## config.mk

```make
export PLATFORM = sky130hd
export DESIGN_NAME = seg7_scan_capture
export DESIGN_NICKNAME = d
export VERILOG_FILES = /design/src/rtl/seg7_pkg.sv /design/src/rtl/seg7_glyph_decode.sv /design/src/rtl/seg7_scan_capture.sv
export SDC_FILE = /design/constraint.sdc
export NUM_CORES = 1
export LEC_CHECK = 0
export ABC_AREA = 1
export CAP_MARGIN = 10
export CORE_ASPECT_RATIO = 0.7
export CORE_UTILIZATION = 56
export CTS_CLUSTER_SIZE = 24
export DETAILED_ROUTE_END_ITERATION = 16
export GPL_TIMING_DRIVEN = 0
export PLACE_DENSITY = 0.8
export REMOVE_ABC_BUFFERS = 1
export SYNTH_ARGS = -nofsm -noshare
export SYNTH_HDL_FRONTEND = slang
export SYNTH_SLANG_ARGS = --single-unit
```

## constraint.sdc

```tcl
create_clock -name clk -period 2.8 [get_ports clk]
set_clock_uncertainty 0.2 [all_clocks]
set_input_delay 0.7 -clock clk [delete_from_list [all_inputs] [get_ports clk]]
set_output_delay 0.7 -clock clk [all_outputs]
set_load 0.02 [all_outputs]
```

## src/rtl/seg7_pkg.sv

```systemverilog
// Shared definitions for the 7-segment scan capture block: active-low glyph
// codes in {g,f,e,d,c,b,a} order and the capture FSM state encoding.
package seg7_pkg;

    localparam logic [6:0] GLYPH_0     = 7'h40;
    localparam logic [6:0] GLYPH_1     = 7'h79;
    localparam logic [6:0] GLYPH_2     = 7'h24;
    localparam logic [6:0] GLYPH_3     = 7'h30;
    localparam logic [6:0] GLYPH_4     = 7'h19;
    localparam logic [6:0] GLYPH_5     = 7'h12;
    localparam logic [6:0] GLYPH_6     = 7'h02;
    localparam logic [6:0] GLYPH_7     = 7'h78;
    localparam logic [6:0] GLYPH_8     = 7'h00;
    localparam logic [6:0] GLYPH_9     = 7'h10;
    localparam logic [6:0] GLYPH_A     = 7'h08;
    localparam logic [6:0] GLYPH_B     = 7'h03;  // lowercase b
    localparam logic [6:0] GLYPH_C     = 7'h46;
    localparam logic [6:0] GLYPH_D     = 7'h21;  // lowercase d
    localparam logic [6:0] GLYPH_E     = 7'h06;
    localparam logic [6:0] GLYPH_F     = 7'h0E;
    localparam logic [6:0] GLYPH_BLANK = 7'h7F;

    typedef enum logic [1:0] {
        IDLE  = 2'd0,   // no single digit selected
        DWELL = 2'd1,   // counting identical samples of one digit
        HELD  = 2'd2    // digit captured, waiting for the sample to change
    } state_t;

endpackage

```

## src/rtl/seg7_glyph_decode.sv

```systemverilog
// Combinational map from an active-low segment pattern to its hex value,
// flagging the all-off pattern as blank and unknown patterns as illegal.
module seg7_glyph_decode
    import seg7_pkg::*;
(
    input  logic [6:0] seg,
    output logic [3:0] nibble,
    output logic       is_blank,
    output logic       is_legal
);

    // Table lookup; anything not in the glyph set is reported illegal.
    always_comb begin
        nibble   = 4'h0;
        is_blank = 1'b0;
        is_legal = 1'b1;
        case (seg)
            GLYPH_0:     nibble = 4'h0;
            GLYPH_1:     nibble = 4'h1;
            GLYPH_2:     nibble = 4'h2;
            GLYPH_3:     nibble = 4'h3;
            GLYPH_4:     nibble = 4'h4;
            GLYPH_5:     nibble = 4'h5;
            GLYPH_6:     nibble = 4'h6;
            GLYPH_7:     nibble = 4'h7;
            GLYPH_8:     nibble = 4'h8;
            GLYPH_9:     nibble = 4'h9;
            GLYPH_A:     nibble = 4'hA;
            GLYPH_B:     nibble = 4'hB;
            GLYPH_C:     nibble = 4'hC;
            GLYPH_D:     nibble = 4'hD;
            GLYPH_E:     nibble = 4'hE;
            GLYPH_F:     nibble = 4'hF;
            GLYPH_BLANK: is_blank = 1'b1;
            default:     is_legal = 1'b0;
        endcase
    end

endmodule

```

## src/rtl/seg7_scan_capture.sv

```systemverilog
// Recovers the four hex digits shown on a multiplexed 7-segment display by
// sampling its anode/cathode drive and capturing each digit once it has been
// stable for STABLE_CYCLES consecutive samples.
module seg7_scan_capture #(
    parameter int STABLE_CYCLES = 16
) (
    input  logic        clk,
    input  logic        reset,
    input  logic [3:0]  anodes,
    input  logic [6:0]  cathodes,
    input  logic        err_clr,
    output logic [15:0] digits,
    output logic [3:0]  digit_valid,
    output logic [3:0]  blank,
    output logic        frame_valid,
    output logic        err
);
    import seg7_pkg::*;

    localparam logic [7:0] STABLE_LAST = 8'(STABLE_CYCLES);

    logic [3:0] anodes_p0, anodes_p1;
    logic [6:0] cathodes_p0, cathodes_p1;
    state_t     state, state_n;
    logic [7:0] cnt, cnt_n, cnt_inc;
    logic       capture;
    logic       active;
    logic [1:0] idx;
    logic       same;
    logic [3:0] nibble;
    logic       is_blank, is_legal;
    logic [3:0] mask, mask_upd;

    // Entry register (p0) and the previous sample (p1) used for stability compare.
    always_ff @(posedge clk or negedge reset) begin
        if (!reset) begin
            anodes_p0   <= '1;
            cathodes_p0 <= '1;
            anodes_p1   <= '1;
            cathodes_p1 <= '1;
        end else begin
            anodes_p0   <= anodes;
            cathodes_p0 <= cathodes;
            anodes_p1   <= anodes_p0;
            cathodes_p1 <= cathodes_p0;
        end
    end

    // Exactly one low anode selects a digit; every other pattern is no-digit.
    always_comb begin
        active = 1'b1;
        idx    = 2'd0;
        case (anodes_p0)
            4'b1110: idx = 2'd0;
            4'b1101: idx = 2'd1;
            4'b1011: idx = 2'd2;
            4'b0111: idx = 2'd3;
            default: active = 1'b0;
        endcase
    end

    assign same     = (anodes_p0 == anodes_p1) && (cathodes_p0 == cathodes_p1);
    assign cnt_inc  = cnt + 8'd1;
    assign mask_upd = mask | (4'b0001 << idx);

    seg7_glyph_decode u_decode (
        .seg      (cathodes_p0),
        .nibble   (nibble),
        .is_blank (is_blank),
        .is_legal (is_legal)
    );

    // FSM state and stability counter.
    always_ff @(posedge clk or negedge reset) begin
        if (!reset) begin
            state <= IDLE;
            cnt   <= 8'd0;
        end else begin
            state <= state_n;
            cnt   <= cnt_n;
        end
    end

    // Next-state logic; capture fires on the edge the count reaches STABLE_CYCLES.
    always_comb begin
        state_n = state;
        cnt_n   = cnt;
        capture = 1'b0;
        case (state)
            IDLE: begin
                if (active) begin
                    state_n = DWELL;
                    cnt_n   = 8'd1;
                end else begin
                    cnt_n   = 8'd0;
                end
            end
            DWELL: begin
                if (!active) begin
                    state_n = IDLE;
                    cnt_n   = 8'd0;
                end else if (!same) begin
                    cnt_n   = 8'd1;
                end else if (cnt_inc == STABLE_LAST) begin
                    state_n = HELD;
                    cnt_n   = cnt_inc;
                    capture = 1'b1;
                end else begin
                    cnt_n   = cnt_inc;
                end
            end
            HELD: begin
                if (!same) begin
                    if (active) begin
                        state_n = DWELL;
                        cnt_n   = 8'd1;
                    end else begin
                        state_n = IDLE;
                        cnt_n   = 8'd0;
                    end
                end
            end
            default: begin
                state_n = IDLE;
                cnt_n   = 8'd0;
            end
        endcase
    end

    // Capture into the selected digit slot, track the frame mask, keep err sticky.
    always_ff @(posedge clk or negedge reset) begin
        if (!reset) begin
            digits      <= 16'h0000;
            digit_valid <= 4'h0;
            blank       <= 4'h0;
            frame_valid <= 1'b0;
            err         <= 1'b0;
            mask        <= 4'h0;
        end else begin
            frame_valid <= 1'b0;
            if (capture) begin
                if (is_legal) begin
                    digits[{idx, 2'b00} +: 4] <= nibble;
                    digit_valid[idx]          <= 1'b1;
                    blank[idx]                <= is_blank;
                end else begin
                    digit_valid[idx]          <= 1'b0;
                    blank[idx]                <= 1'b0;
                end
                if (mask_upd == 4'hF) begin
                    frame_valid <= 1'b1;
                    mask        <= 4'h0;
                end else begin
                    mask        <= mask_upd;
                end
            end
            // A new illegal capture wins over a simultaneous clear.
            if (capture && !is_legal) begin
                err <= 1'b1;
            end else if (err_clr) begin
                err <= 1'b0;
            end
        end
    end

endmodule

```

==> flow_metrics.tcl, run 1 <==
set metrics [dict create \
    cp_top_family "simple AND/OR/NAND/NOR gates" \
    end_kind "register" \
    worstRegToRegCells 11 \
    netlist_top_cells_count "nand2_1 (149), nand3_1 (56), inv_1 (46), nor2_1 (41), dfrtp_1 (40)" \
    cts_max_path_buffers 2 \
    path_class "reg -> reg" \
    vias 3070 \
    synth_top_area_frac 0.2827 \
    drive_gt1_frac 0.1841 \
    timing.rr.start "anodes_p0[2]" \
    crit_top_cell "nand3_1" \
    fin_util 0.7177 \
    required_ns 2.88 \
    grt_first_pass_wirelength_mm 12.88 \
    synth_area_mm2 0.003541 \
    swShare 0.2706 \
    worstPathArrival_ns 2.64 \
    avgSynthCellArea_um2 7.631 \
    htreeDepth 3 \
    grt_pass1_vias 2788 \
    reg2reg_to "digits[0]" \
    wl_mm 7.681 \
    fin_area_mm2 0.004234 \
    relSlewSlack 0.5618 \
    path_clk_slew_ns 0.07 \
    p_leak_nw 2.161 \
    antenna_cells 0 \
    cts_hold_buffers 0 \
    grt_overflow 0 \
    worstPathMaxFanout 9 \
    rows 23 \
    fin_crit_ns 2.563 \
    grt_use_total 0.2531 \
    intPower_mw 1.469 \
    path_buf_inv 3 \
    synth-seq-cells 62 \
    cts_tree "yes" \
    hp-class "in -> async" \
    whs_ns 0.1838 \
    vias_per_cell 5.195 \
    nNetsFinal 534 \
    place_area_mm2 0.004006 \
    n_fill_cell 462 \
    cap_viol_max_count 0 \
    max_stage_delay_ns 0.59 \
    drt_first_pass_iters 8 \
    dp_hpwl_mm 5.726 \
    p_switching_mw 0.5448 \
    clkSinkCount 62 \
    status "completed" \
    finalHoldViolCount 0 \
    gp_congestion 0.8568 \
    io_buffers 39 \
    period_share 0.9154 \
    setup_violations 0 \
    drc_errors 0 \
    area.growth.synth_to_final_pct 19.58 \
    clkPwrFrac 0.419 \
    worst_pin_slew_ns 0.6572 \
    grt_start_max_net_pins 36 \
    synth_cell_type_count 30 \
    ys.warnings.count 0 \
    cts_resized 0 \
    ys.flop_type "dfrtp_1" \
    powerDensity_mw_per_mm2 475.5 \
    seq_area_frac_synth 0.4459 \
    r2r_setup_slack_ns 0.24 \
    synthCells 464 \
    crit_path_cell_trace "nand2_1 -> inv_2 -> nand3_1 -> nand2_2 -> inv_1 -> ha_2 -> inv_1 -> nand3_1 -> a31oi_1 -> nand3_1 -> nand2_1" \
    power_mw 2.013 \
    start_util 0.6002 \
    critPathSlowestCell "dfstp_2" \
    io_pins 40 \
    synth_edf_count 0 \
    cp-start-kind "register" \
    clk_latency_ns 0.34 \
    die_width_um 97.04 \
    drt_iter0_drc 240 \
    wl_per_cell_um 13.00 \
    rsz0062_at_grt "false" \
    slew_viol_final 0 \
    dieArea_mm2 0.006650 \
    cts_made_buffers 9 \
    root_buffer "clkbuf_8" \
    p_comb_frac 0.103 \
    core_area_mm2 0.005899 \
    post-synth-top-area-cell "dfrtp_1" \
    netlist_top_cells_area "dfrtp_1 (28%), dfstp_2 (16%), nand2_1 (16%)" \
    postCtsSetupBuffers 0 \
    ant_nets 0 \
    fmax_ghz 0.3902 \
    seqPwrFrac 0.478 \
    die_h_um 68.53 \
    synthArstFlopShare 1.000 \
    ir_worst_vdd_v 0.0004177 \
    antenna_found_initial 0 \
    synthMostInstantiatedCell "nand2_1" \
]
-- sequential cells by signal, summed over array words and instances (netlist names), named ones only --
name         count
digits          16
cathodes_p0      7
frame_valid      1
blank            4
err              1
state            2
anodes_p1        4
cnt              8
mask             4
anodes_p0        4
cathodes_p1      7
-- metal layers --
metal | track usage | wire length (um) | vias to the layer above
li1 | - | - | 1549
met1 | 0.3599 | 3832 | 1393
met2 | 0.3829 | 3214 | 118
met3 | 0.05746 | 549 | 10
met4 | 0.09701 | 86 | 0
met5 | 0 | 0 | -
-- per-stage QoR --
step                setup WS [ns]  instances  TNS, ns
CTS                       0.05151        590        0
global route              0.07628        591        0
finish                     0.2370        591        0
floorplan                  0.5551        459        0
global placement           -1.115        573   -54.04
detailed placement        0.05824        574        0
-- power groups by stage --
stage	clock [mW]	combinational, mW	sequential (mW)
after floorplan	0	0.134	0.971
after detailed placement	0	0.203	0.978
after global routing	0.906	0.233	0.966
after global placement	0	0.194	0.976
final	0.844	0.207	0.963
after CTS	0.857	0.204	0.962
-- cell families (layout without fill, tap and decap cells) --
family | Yosys count | in the layout | synth area share
compound gates | 26 | 26 | 0.04523
xor+xnor | 6 | 6 | 0.01484
fa+ha+maj | 9 | 9 | 0.03180
buf+inv | 70 | 121 | 0.07845
flops | 62 | 62 | 0.4459
simple gates | 291 | 292 | 0.3838
-- worst max path at each step --
stage / start / endpoint / slack, ns / cells past startpoint
after global routing: anodes_p0[2] / digits[1] / 0.08 / 11
final: anodes_p0[2] / digits[0] / 0.24 / 11
after global placement: reset / digits[4] / -1.12 / 1
after CTS: anodes_p0[3] / digits[6] / 0.05 / 10
after detailed placement: anodes_p0[3] / digits[6] / 0.06 / 10
after floorplan: anodes_p0[3] / digits[3] / 0.56 / 11
-- layout by cell type, fill, tap and decap left out --
| master | netlist | layout |
|---|---|---|
| nand2_1 | 149 | 148 |
| nand3_1 | 56 | 56 |
| inv_1 | 46 | 46 |
| nor2_1 | 41 | 41 |
| dfrtp_1 | 40 | 40 |
| clkdlybuf4s50_1 | 0 | 38 |
| dfstp_2 | 22 | 22 |
| inv_2 | 17 | 17 |
| nor2_4 | 9 | 9 |
| o21ai_0 | 9 | 9 |
| clkbuf_8 | 0 | 9 |
| nor2_2 | 7 | 8 |
| ha_1 | 9 | 8 |
| nand2_2 | 6 | 7 |
| o22ai_1 | 7 | 7 |
| nand4_1 | 6 | 6 |
| nand3_2 | 5 | 5 |
| xnor2_1 | 5 | 5 |
| nand2_4 | 5 | 5 |
| nor3_1 | 5 | 5 |
| a21oi_1 | 4 | 4 |
| a31oi_1 | 3 | 3 |
| clkinv_4 | 0 | 3 |
| clkinv_1 | 2 | 2 |
| xor2_1 | 1 | 1 |
| or2_2 | 1 | 1 |
| o21ai_4 | 1 | 1 |
| o21ai_2 | 1 | 1 |
| nand3b_1 | 1 | 1 |
| o31ai_1 | 1 | 1 |
| ha_2 | 0 | 1 |
| bufinv_16 | 0 | 1 |
| clkbuf_16 | 0 | 1 |
| inv_4 | 0 | 1 |
| clkinv_2 | 0 | 1 |
| buf_2 | 3 | 1 |
| buf_12 | 0 | 1 |
-- final cells by class --
type | instances | area (um2) | area share
well taps | 75 | 93.84 | 0.02216
clock inverters | 6 | 67.56 | 0.01596
clock buffers | 10 | 148.9 | 0.03517
multi-input cells | 333 | 1695 | 0.4004
flip-flops and latches | 62 | 1579 | 0.3729
inverters | 65 | 244.0 | 0.05762
repair buffers | 40 | 405.4 | 0.09574
(Power assumes the default switching activity.)
==> run 2: changes to the inputs <==
- CORE_MARGIN: not set -> 4
==> run 2 against run 1 <==
- global-route usage down 3.3 points
- power shrank 3.1%
- first-iteration DRC count fell by 10%
- critical path type unchanged
==> flow_metrics.tcl, run 2 (synthesis results as in run 1) <==
set metrics [dict create \
    intPower_mw 1.386 \
    fin_util 0.7106 \
    antenna_found_initial 0 \
    die_width_um 103.0 \
    period_share 0.9142 \
    start_util 0.5973 \
    drive_gt1_frac 0.1845 \
    fmax_ghz 0.3907 \
    wl_per_cell_um 12.95 \
    gp_congestion 0.8868 \
    reg_top3 "digits: 16 flops, cnt: 8 flops" \
    ff_latch_area_mm2 0.001579 \
    clkPwrFrac 0.402 \
    p_switching_mw 0.5647 \
    critPathSlowestCell "dfrtp_1" \
    area.growth.synth_to_final_pct 18.98 \
    vias_per_cell 5.241 \
    max_stage_delay_ns 0.48 \
    crit_path_cell_trace "ha_1 -> inv_1 -> nand2_1 -> nand2_1 -> nor2_2 -> nand2_1 -> nor2_2 -> nand2_2 -> nor2_4 -> nand2_4 -> nor2_4 -> nand2_4 -> nand2_1 -> nand2_1" \
    drt_first_pass_iters 5 \
    drc_errors 0 \
    powerDensity_mw_per_mm2 463.1 \
    clk_latency_ns 0.35 \
    grt_pass1_vias 2887 \
    grt_use_total 0.2201 \
    wl_mm 7.639 \
    worstPathArrival_ns 2.60 \
    vias 3092 \
    io_pins 40 \
    clkSinkCount 62 \
    htreeDepth 3 \
    die_h_um 74.53 \
    relSlewSlack 0.5165 \
    largest_register_ffs 16 \
    grt_overflow 0 \
    n_fill_cell 474 \
    path_class "reg -> reg" \
    status "completed" \
    cp-start-kind "register" \
    wl_met3_um 581 \
    ant_nets 0 \
    swShare 0.2894 \
    root_buffer "clkbuf_8" \
    ir_worst_vdd_v 0.0004468 \
    antenna_cells 0 \
    dp_hpwl_mm 5.727 \
    dr.max_layer_used "met4" \
    rsz0062_at_grt "false" \
    required_ns 2.84 \
    grt_first_pass_wirelength_mm 13.02 \
    power_mw 1.951 \
    seqPwrFrac 0.492 \
    io_buffers 39 \
    cts_tree "yes" \
    multiInputGateArea_mm2 0.001689 \
    core_area_mm2 0.005928 \
    worstPathMaxFanout 20 \
    p_comb_frac 0.106 \
    cap_viol_max_count 0 \
    finalHoldViolCount 0 \
    hp-class "reg -> reg" \
    slew_viol_final 0 \
    postCtsSetupBuffers 0 \
    r2r_setup_slack_ns 0.24 \
    largest-register "digits" \
    nNetsFinal 533 \
    fin_crit_ns 2.560 \
    drt_iter0_drc 215 \
    rows 23 \
    crit_top_cell "nand2_1" \
    worst_pin_slew_ns 0.7252 \
    setup_violations 0 \
    dieArea_mm2 0.007680 \
    cts_max_path_buffers 2 \
    cts_made_buffers 9 \
    routed-wl-met2_mm 3.261 \
    route.layer.met1.wl_mm 3.667 \
    end_kind "register" \
    final_common_cell "nand2_1" \
    path_clk_slew_ns 0.08 \
    grt_start_max_net_pins 33 \
    layout_common_cells "nand2_1 (148), nand3_1 (56), inv_1 (46)" \
    p_leak_nw 2.146 \
]
[run 2: cell types whose count changed in the layout (fill, tap and decap cells not counted), sizes merged]
cell | previous run | this run
inv | 64 | 67
nor2 | 58 | 57
clkinv | 6 | 2
clkinvlp | 0 | 2
bufinv | 1 | 0
[run 2: path summary, 6_finish.rpt]
path	end	depth (start not counted)	startpoint
worst max-delay path	digits[1]	14	cnt[0]
worst max register to register	digits[1]	14	cnt[0]
min in group asynchronous	cnt[4]	1	reset
worst min register to register	anodes_p1[1]	0	anodes_p0[1]
worst min-delay path	anodes_p1[1]	0	anodes_p0[1]
max in group asynchronous	cathodes_p0[0]	2	reset
[run 2: per-stage QoR]
| stage | worst slack (ns) | cells | hold slack, ns | instance area, um2 | setup TNS (ns) |
|---|---|---|---|---|---|
| floorplan | 0.5551 | 459 | 0.1672 | 3507 | 0 |
| global placement | -1.084 | 573 | 0.1714 | 3991 | -52.36 |
| detailed placement | 0.1031 | 574 | 0.1755 | 4006 | 0 |
| CTS | 0.09372 | 590 | 0.1901 | 4204 | 0 |
| global route | 0.03670 | 590 | 0.1951 | 4213 | 0 |
| finish | 0.2403 | 590 | 0.1896 | 4213 | 0 |
[run 2: per-layer routing]
layer  track usage  up-vias
met2        0.3369      121
li1              -     1556
met5             0        -
met3       0.05248       14
met4       0.08190        0
met1        0.3065     1401
[run 2: repair_timing]
action | CTS | global route
hold buffers | 0 | 0
gates resized for setup | 0 | 3
endpoints found under the setup margin | 0 | 18
[run 2: power by group through the flow]
stage / Sequential (mW) / Combinational, mW / Clock, mW
floorplan: 0.971 / 0.134 / 0
global placement: 0.975 / 0.193 / 0
detailed placement: 0.977 / 0.203 / 0
CTS: 0.960 / 0.204 / 0.791
global route: 0.966 / 0.232 / 0.841
finish: 0.960 / 0.207 / 0.784
[run 2: layout make-up]
class	instances	share of cell area
repair buffers	40	0.09623
multi-input cells	332	0.4010
well taps	75	0.02228
inverters	65	0.05881
clock buffers	10	0.03534
clock inverters	6	0.01158
flip-flops and latches	62	0.3748
[run 2: critical path, delay by kind of cell (launching register included)]
| family | cells | cell delay [ns] |
|---|---|---|
| adders and majority gates | 1 | 0.28 |
| buffers and inverters | 1 | 0.06 |
| DFF | 1 | 0.48 |
| and+or+nand+nor | 12 | 1.42 |
==> run 3: changes to the inputs <==
- CAP_MARGIN: 10 -> not set
- GPL_ROUTABILITY_DRIVEN: not set -> 1
==> run 3 against run 2 <==
- clock power is essentially flat
- hold slack gained 0.0016 ns
- core utilization is essentially flat
- via count shrank 2.2%
==> flow_metrics.tcl, run 3 (synthesis results as in run 1) <==
set metrics [dict create \
    core_area_mm2 0.005928 \
    period_share 0.9155 \
    fin_area_mm2 0.004214 \
    dieArea_mm2 0.007680 \
    grt_pass1_vias 2900 \
    end_kind "register" \
    clkSinkCount 62 \
    grt_first_pass_wirelength_mm 13.01 \
    wl_mm 7.540 \
    path_class "reg -> reg" \
    io_buffers 39 \
    reg_top3 "digits: 16 flops, cnt: 8 flops" \
    drive_gt1_frac 0.1845 \
    hp-class "reg -> reg" \
    cts_max_path_buffers 2 \
    whs_ns 0.1913 \
    worst_pin_slew_ns 0.7276 \
    required_ns 2.89 \
    grt_overflow 0 \
    largest_register_ffs 16 \
    antenna_cells 0 \
    ir_worst_vdd_v 0.0003997 \
    drt_iter0_drc 170 \
    path_clk_slew_ns 0.08 \
    fin_crit_ns 2.563 \
    gp_congestion 0.8868 \
    vias_per_cell 5.125 \
    relSlewSlack 0.5149 \
    power_mw 1.949 \
    cts_made_buffers 9 \
    rsz0062_at_grt "false" \
    vias 3024 \
    start_util 0.5973 \
    io_pins 40 \
    drc_errors 0 \
    nNetsFinal 533 \
    ant_nets 0 \
    powerDensity_mw_per_mm2 462.6 \
    root_buffer "clkbuf_8" \
    fin_util 0.7108 \
    fmax_ghz 0.3901 \
    cp-start-kind "register" \
    die_width_um 103.0 \
    layout_common_cells "nand2_1 (148), nand3_1 (56), inv_1 (46)" \
    drt_first_pass_iters 6 \
    setup_violations 0 \
    final_common_cell "nand2_1" \
    htreeDepth 3 \
    cap_viol_max_count 0 \
    dp_hpwl_mm 5.719 \
    clk_latency_ns 0.35 \
    worstPathMaxFanout 9 \
    area.growth.synth_to_final_pct 19.01 \
    finalHoldViolCount 0 \
    slew_viol_final 0 \
    cts_tree "yes" \
    p_leak_nw 2.150 \
    largest-register "digits" \
    worstPathArrival_ns 2.65 \
    wl_per_cell_um 12.78 \
    grt_start_max_net_pins 33 \
    place_area_mm2 0.004006 \
    grt_use_total 0.2187 \
    fin_setup_tns_ns 0 \
    antenna_found_initial 0 \
    rows 23 \
    status "completed" \
    die_h_um 74.53 \
]
-- run 3: worst max-delay path, stage by stage (launching register included) --
cell and delay, ns:
dfstp_2 0.58, nand2_1 0.11, inv_2 0.07, nand3_1 0.10
nand2_2 0.19, inv_1 0.13, ha_2 0.33, inv_1 0.16
nand3_1 0.16, a31oi_1 0.24, nand3_1 0.13, nand2_1 0.11
-- run 3: per-stage QoR --
stage	setup slack, ns	cells
floorplan	0.5551	459
finish	0.2366	590
detailed placement	0.1044	574
global placement	-1.084	573
global route	0.07917	590
CTS	0.09453	590
-- run 3: what timing repair did --
| action | in CTS | in global routing |
|---|---|---|
| gates resized for setup | 0 | 3 |
| setup buffers | 0 | 0 |
| hold buffers | 0 | 0 |
| endpoints found under the setup margin | 0 | 18 |
-- run 3: power by group --
| group | switching (mW) | internal (mW) |
|---|---|---|
| logic | 0.138 | 0.0674 |
| registers | 0.0275 | 0.933 |
| clock network | 0.397 | 0.386 |
| total | 0.563 | 1.39 |
-- run 3: layout make-up --
cell class / instances / area (um2)
clock buffers: 10 / 148.9
clock inverters: 6 / 50.05
fillers: 485 / 1714
inverters: 65 / 247.7
multi-input cells: 332 / 1689
flip-flops and latches: 62 / 1579
well taps: 75 / 93.84
repair buffers: 40 / 405.4
-- run 3: path summary, 6_finish.rpt --
check                                   from              to  slack, ns  depth (start not counted)
worst max-delay path            anodes_p0[2]       digits[3]       0.24                         11
worst min-delay path            anodes_p0[1]    anodes_p1[1]       0.19                          0
worst max register to register  anodes_p0[2]       digits[3]       0.24                         11
worst min register to register  anodes_p0[1]    anodes_p1[1]       0.19                          0
max in group asynchronous              reset  cathodes_p1[0]       1.51                          2
min in group asynchronous              reset          cnt[4]       0.20                          1
-- run 3: per-layer routing --
layer	track usage	part of all wire	up-vias
li1	-	-	1552
met1	0.3034	0.50	1394
met2	0.3348	0.43	65
met3	0.06186	0.054	13
met4	0.06897	0.016	0
met5	0	0	-
